File: config.mk
export PLATFORM = sky130hd
export DESIGN_NAME = tx_packet_assembler
export DESIGN_NICKNAME = d
export VERILOG_FILES = /design/src/rtl/tx_packet_assembler.sv
export SDC_FILE = /design/constraint.sdc
export NUM_CORES = 1
export LEC_CHECK = 0
export CAP_MARGIN = 0
export CELL_PAD_IN_SITES_DETAIL_PLACEMENT = 1
export CELL_PAD_IN_SITES_GLOBAL_PLACEMENT = 1
export CORE_ASPECT_RATIO = 0.75
export CORE_MARGIN = 2
export CORE_UTILIZATION = 40
export DETAILED_ROUTE_END_ITERATION = 12
export GPL_ROUTABILITY_DRIVEN = 0
export HOLD_SLACK_MARGIN = 0.1
export PLACE_DENSITY_LB_ADDON = 0.1
export SLEW_MARGIN = 20
export SYNTH_ARGS = -nofsm -noshare
export SYNTH_HDL_FRONTEND = slang
export SYNTH_SLANG_ARGS = --single-unit
export TNS_END_PERCENT = 5
File: constraint.sdc
create_clock -name clk -period 3.2 [get_ports clk]
set_input_delay 0.64 -clock clk [delete_from_list [all_inputs] [get_ports clk]]
set_output_delay 0.64 -clock clk [all_outputs]
set_load 0.005 [all_outputs]
File: src/rtl/tx_packet_assembler.sv
// Serializes one captured routing packet into a header-plus-payload word stream
// over a valid/ready handshake; the next packet may be prepared upstream meanwhile.
module tx_packet_assembler #(
  parameter int WORD_WIDTH = 16,
  parameter int SEQ_WIDTH  = 8
) (
  input  logic                  clk,
  input  logic                  nrst,
  input  logic                  en,
  input  logic [2:0]            rPacketType,
  input  logic [WORD_WIDTH-1:0] rSourceID,
  input  logic [WORD_WIDTH-1:0] rDestinationID,
  input  logic [WORD_WIDTH-1:0] rSourceHops,
  input  logic [WORD_WIDTH-1:0] rQValue,
  input  logic [WORD_WIDTH-1:0] rEnergyLeft,
  input  logic [WORD_WIDTH-1:0] rChosenCH,
  input  logic [WORD_WIDTH-1:0] rHopsFromCH,
  input  logic                  txReady,
  output logic [WORD_WIDTH-1:0] txWord,
  output logic                  txValid,
  output logic                  txLast,
  output logic                  busy,
  output logic                  tx_done,
  output logic                  tx_drop,
  output logic                  tx_err
);

  // state | meaning
  // IDLE  | waiting for en; unsupported types flagged on tx_err
  // SEND  | presenting shadow word at idx_q until accepted
  // DONE  | one-cycle completion pulse, sequence number advances
  typedef enum logic [1:0] {IDLE, SEND, DONE} state_t;

  state_t                state_q, state_d;
  logic [2:0]            idx_q, idx_d;
  logic [SEQ_WIDTH-1:0]  seq_q, seq_d;
  logic                  err_q, err_d;
  logic                  drop_q, drop_d;
  logic                  capture;
  logic                  long_q;
  logic [2:0]            type_q;
  logic [WORD_WIDTH-1:0] src_q, dst_q, hops_q, qv_q, egy_q, ch_q, hch_q;

  logic                  type_ok;
  logic [2:0]            last_idx;
  logic [4:0]            pkt_len;
  logic [WORD_WIDTH-1:0] header;

  assign type_ok  = (rPacketType != 3'd0) && (rPacketType != 3'd7);
  assign last_idx = long_q ? 3'd7 : 3'd5;
  assign pkt_len  = long_q ? 5'd8 : 5'd6;
  assign header   = WORD_WIDTH'({type_q, pkt_len, seq_q});

  always_ff @(posedge clk or negedge nrst) begin
    if (!nrst) begin
      state_q <= IDLE;
      idx_q   <= '0;
      seq_q   <= '0;
      err_q   <= 1'b0;
      drop_q  <= 1'b0;
    end else begin
      state_q <= state_d;
      idx_q   <= idx_d;
      seq_q   <= seq_d;
      err_q   <= err_d;
      drop_q  <= drop_d;
    end
  end

  // Shadow copy of the packet: the stream never looks at the r* inputs again.
  always_ff @(posedge clk or negedge nrst) begin
    if (!nrst) begin
      long_q <= 1'b0;
      type_q <= '0;
      src_q  <= '0;
      dst_q  <= '0;
      hops_q <= '0;
      qv_q   <= '0;
      egy_q  <= '0;
      ch_q   <= '0;
      hch_q  <= '0;
    end else if (capture) begin
      long_q <= (rPacketType >= 3'd3);
      type_q <= rPacketType;
      src_q  <= rSourceID;
      dst_q  <= rDestinationID;
      hops_q <= rSourceHops;
      qv_q   <= rQValue;
      egy_q  <= rEnergyLeft;
      ch_q   <= rChosenCH;
      hch_q  <= rHopsFromCH;
    end
  end

  always_comb begin
    state_d = state_q;
    idx_d   = idx_q;
    seq_d   = seq_q;
    err_d   = 1'b0;
    drop_d  = 1'b0;
    capture = 1'b0;
    case (state_q)
      IDLE: begin
        if (en) begin
          if (type_ok) begin
            capture = 1'b1;
            idx_d   = 3'd0;
            state_d = SEND;
          end else begin
            err_d = 1'b1;
          end
        end
      end
      SEND: begin
        drop_d = en;
        if (txReady) begin
          if (idx_q == last_idx) state_d = DONE;
          else                   idx_d   = idx_q + 3'd1;
        end
      end
      DONE: begin
        drop_d  = en;
        seq_d   = seq_q + SEQ_WIDTH'(1);
        state_d = IDLE;
      end
      default: state_d = IDLE;
    endcase
  end

  always_comb begin
    txWord = '0;
    if (state_q == SEND) begin
      case (idx_q)
        3'd0:    txWord = header;
        3'd1:    txWord = src_q;
        3'd2:    txWord = dst_q;
        3'd3:    txWord = hops_q;
        3'd4:    txWord = qv_q;
        3'd5:    txWord = egy_q;
        3'd6:    txWord = ch_q;
        default: txWord = hch_q;
      endcase
    end
  end

  assign txValid = (state_q == SEND);
  assign txLast  = (state_q == SEND) && (idx_q == last_idx);
  assign busy    = (state_q != IDLE);
  assign tx_done = (state_q == DONE);
  assign tx_err  = err_q;
  assign tx_drop = drop_q;

endmodule

==> summary.md, run 1 <==
| Metric | Value |
|---|---|
| Status | `complete, no violations` |
| NetSw | `2860 µW` |
| Final net count | `747` |
| Clock sinks | `131` |
| Starting DRC count in detailed routing | `257` |
| RSZ-0062 raised after global routing | `yes` |
| DIE AREA | `0.0162 mm²` |
| CP arrival | `2540 ps` |
| Cells after Synth | `466` |
| Flop pwr share | `36.4%` |
| Antenna Cells | `0` |
| # rows | `38` |
| CTS tree | `built` |
| Max Cap Viol | `0` |
| Clock transition at the registers of the reported paths | `60 ps` |
| CTS Buf Count | `17` |
| Crit path from | `idx_q[0]` |
| Clock buffer depth | `2` |
| Cell variety after synth | `41` |
| F_max | `315 MHz` |
| Port Buf Inserts | `140` |
| WHS | `327 ps` |
| Crit path cell chain | `ha_4 > ha_4 > buf_6 > a222oi_1 > nand2_1 > o21a_1 > clkdlybuf4s50_1` |
| Part of the power in the clock network | `23.8%` |
| Largest net degree at the start of global routing | `104` |
| FF-to-FF End | `hops_q[4]` |
| Dpl cells | `794` |
| Post-DRT Antenna Nets | `0` |
| Cell Int Power | `5370 µW` |
| Hold crit path type | `primary input to async pin` |
| M1 wire length | `8430 µm` |
| Most frequent CP cell | `ha_4` |
| DRT Pass-1 Iters | `4` |
| Kind of start point of the critical path | `flop` |
| Leak | `0.00359 µW` |
| Final Instance Count excl. Fillers | `832` |
| CP max FO | `12` |
| R2R Path Start | `state_q[0]` |
| Detailed placer's ending HPWL | `12500 µm` |
| Final Slew Violations | `0` |
| Vias per Instance | `5.47` |
| Post-Syn Nets | `594` |
| Seq cells post-synth | `131` |
| Io pins | `141` |
| Combinational fraction of design power | `39.8%` |
| Critical-path top delay cell | `dfrtp_2` |
| Layout cells sized above 1 | `23.4%` |
| Peak VDD IR | `0.475 mV` |
| Final Util | `58.6%` |
| Pwr dens | `958 mW/mm²` |
| Switching share of total power | `34.7%` |
| CP Capture Type | `output port` |
| R2r worst-path depth | `6` |
| Area growth syn-to-layout | `41.6%` |
| Final hold violations | `0` |
| Horiz. Die Dim | `146 µm` |
| Number of global-route vias before repair | `5021` |
| Gr usage total | `23.7%` |
| Clock root cell | `clkbuf_16` |
| Tcrit/Tclk final | `99.3%` |
| Clk_skew | `8.35 ps` |
| Antenna violations before repair | `0` |
| WL final | `18400 µm` |
| Starting Density | `41.4%` |
| Worst skew pair latency | `410 ps` |
| Synth warn | `0` |
| First-pass GRT wire length | `29400 µm` |
| End of the critical path | `txWord[1]` |
| H-Tree Depth | `4` |
| Routed len/inst | `22.1 µm` |
| Drc violations | `0` |
| Die H | `111 µm` |
| Top routing layer in use | `met4` |
| Final min period | `3180 ps` |
| WL met3 | `978 µm` |
| CP Data Required Time | `2560 ps` |
| Count of final setup violators | `0` |
| Register area share after synthesis | `54.1%` |
| Core ar. | `0.0146 mm²` |
| Crit path kind | `flop to output port` |
| WL met2 | `8860 µm` |
| Mapped Area | `0.00606 mm²` |
| Vias | `4552` |
| Max stage delay on crit path | `480 ps` |
| Slew @ Worst Pin | `973 ps` |
| Avg Inst Size Synth | `13.0 µm²` |
| R2r setup slk | `1000 ps` |
| Rel. slew slack | `35.1%` |
| GRT overflow | `0` |
| Overall power | `8230 µW` |
-- registers in the layout (all words and copies together), names as in the netlist, 8 cells and up --
register	flops
ch_q	16
dst_q	16
egy_q	16
hch_q	16
hops_q	16
qv_q	16
seq_q	8
src_q	16
-- metal layers --
layer	GRT usage, %	vias up
met2	36.8	144
met3	5.25	8
met5	0	-
met1	33.6	2356
li1	-	2044
met4	6.54	0
-- cell families after synthesis --
| kind of cell | after synthesis | share of synthesized area [%] |
|---|---|---|
| multiplexers | 120 | 22.3 |
| AND/OR/NAND/NOR | 55 | 4.56 |
| AO/OA/AOI/OAI | 101 | 12.3 |
| flip-flops | 131 | 54.1 |
| buffers and inverters | 41 | 3.55 |
| adder cells (fa/ha/maj) | 9 | 1.86 |
| XOR/XNOR | 9 | 1.30 |
-- critical path: cells and delay by family (launching register included) --
family / cells / cell delay [ps]
AO/OA/AOI/OAI: 2 / 560
AND/OR/NAND/NOR: 1 / 120
adder cells (fa/ha/maj): 2 / 360
flip-flops: 1 / 480
buffers and inverters: 2 / 600
-- power by group through the flow --
stage	clock network, µW	logic (µW)	registers, µW
after floorplan	0	1830	2730
after global placement	0	2930	2920
after detailed placement	0	3010	2970
after CTS	2000	3170	2960
after global routing	2070	3550	3100
final	1960	3280	2990
-- worst min-delay path by stage --
stage              start        end  slack [ps]  depth (start not counted)
6_report            nrst   egy_q[5]         330                          1
5_1_grt             nrst   egy_q[6]         400                          1
4_1_cts             nrst   egy_q[5]         390                          1
3_5_place_dp   hch_q[10]  hch_q[10]         470                          1
3_3_place_gp    egy_q[8]   egy_q[8]         470                          1
2_1_floorplan       nrst    ch_q[0]         340                          0
-- cells in the final DEF (no fill, tap or decap), types with 4 or more instances in the layout --
| cell | n |
|---|---|
| a21oi_1 | 20 |
| o31a_1 | 4 |
| a22oi_1 | 15 |
| nand2_1 | 24 |
| xnor2_1 | 5 |
| xor2_1 | 4 |
| clkdlybuf4s50_1 | 132 |
| dlymetal6s2s_1 | 4 |
| and2_1 | 4 |
| dfrtp_1 | 128 |
| nor2_1 | 9 |
| buf_4 | 20 |
| ha_4 | 5 |
| mux2_2 | 60 |
| clkbuf_16 | 17 |
| clkinvlp_4 | 4 |
| a222oi_1 | 11 |
| mux2_1 | 60 |
| o21ai_0 | 6 |
| o21a_1 | 9 |
| a22o_1 | 4 |
| clkinv_4 | 4 |
| a221oi_2 | 7 |
| a32o_1 | 5 |
| inv_1 | 7 |
| buf_12 | 4 |
-- final cells by class --
cell class,count,area (µm²)
clock buffers,19,443
clock inverters,13,151
fillers,1478,6060
inverters,9,36.3
multi-input cells,294,2760
flip-flops and latches,131,3280
well taps,200,250
repair buffers,166,1670
-- through the flow --
step	instance area [µm²]	setup WS (ps)	setup TNS, ps
floorplan	6060	362	0
global placement	7740	164	0
detailed placement	7740	82.3	0
CTS	8440	-22.7	-28.5
global route	8580	-51.9	-90.4
finish	8580	21.0	0
-- synth_stat cells (all sizes together) --
library cell / count / area share (%)
nand3: 3 / 0.25
nand4: 3 / 0.31
or3: 1 / 0.10
mux2: 120 / 22
inv: 9 / 0.56
nor4: 1 / 0.21
o21ai: 9 / 0.74
a21boi: 2 / 0.25
a21o: 1 / 0.12
a222oi: 11 / 1.8
clkbuf: 13 / 0.81
o31ai: 1 / 0.12
o31a: 4 / 0.58
a22oi: 15 / 1.9
a221oi: 13 / 1.9
nor3: 4 / 0.60
dfrtp: 131 / 54
a21oi: 22 / 1.8
o22ai: 1 / 0.10
xnor2: 5 / 0.72
or4: 1 / 0.12
nor2: 9 / 0.56
a32o: 5 / 0.83
and3: 2 / 0.21
a22o: 4 / 0.58
nor2b: 3 / 0.31
and2: 4 / 0.41
xor2: 4 / 0.58
ha: 9 / 1.9
nand2: 24 / 1.5
a31oi: 2 / 0.21
o21ba: 2 / 0.33
buf: 19 / 2.2
o21a: 9 / 1.1
-- what timing repair did --
action | CTS | global route
buffers inserted | 6 | 1
endpoints found under the setup margin | 16 | 14
hold buffers | 0 | 0
resized for setup | 20 | 30
endpoints found under the hold margin | 0 | 0
pin swaps | 1 | 4
No activity file was read; power rests on OpenSTA's default activity.
==> inputs of run 2 (changes only) <==
--- a/config.mk
+++ b/config.mk
@@ -13,7 +13,7 @@
 export CORE_UTILIZATION = 40
 export DETAILED_ROUTE_END_ITERATION = 12
 export GPL_ROUTABILITY_DRIVEN = 0
-export HOLD_SLACK_MARGIN = 0.1
+export HOLD_SLACK_MARGIN = 0.08
 export PLACE_DENSITY_LB_ADDON = 0.1
 export SLEW_MARGIN = 20
 export SYNTH_ARGS = -nofsm -noshare
==> results of run 2 <==
Final layout, timing and power as in run 1 (identical DEF).
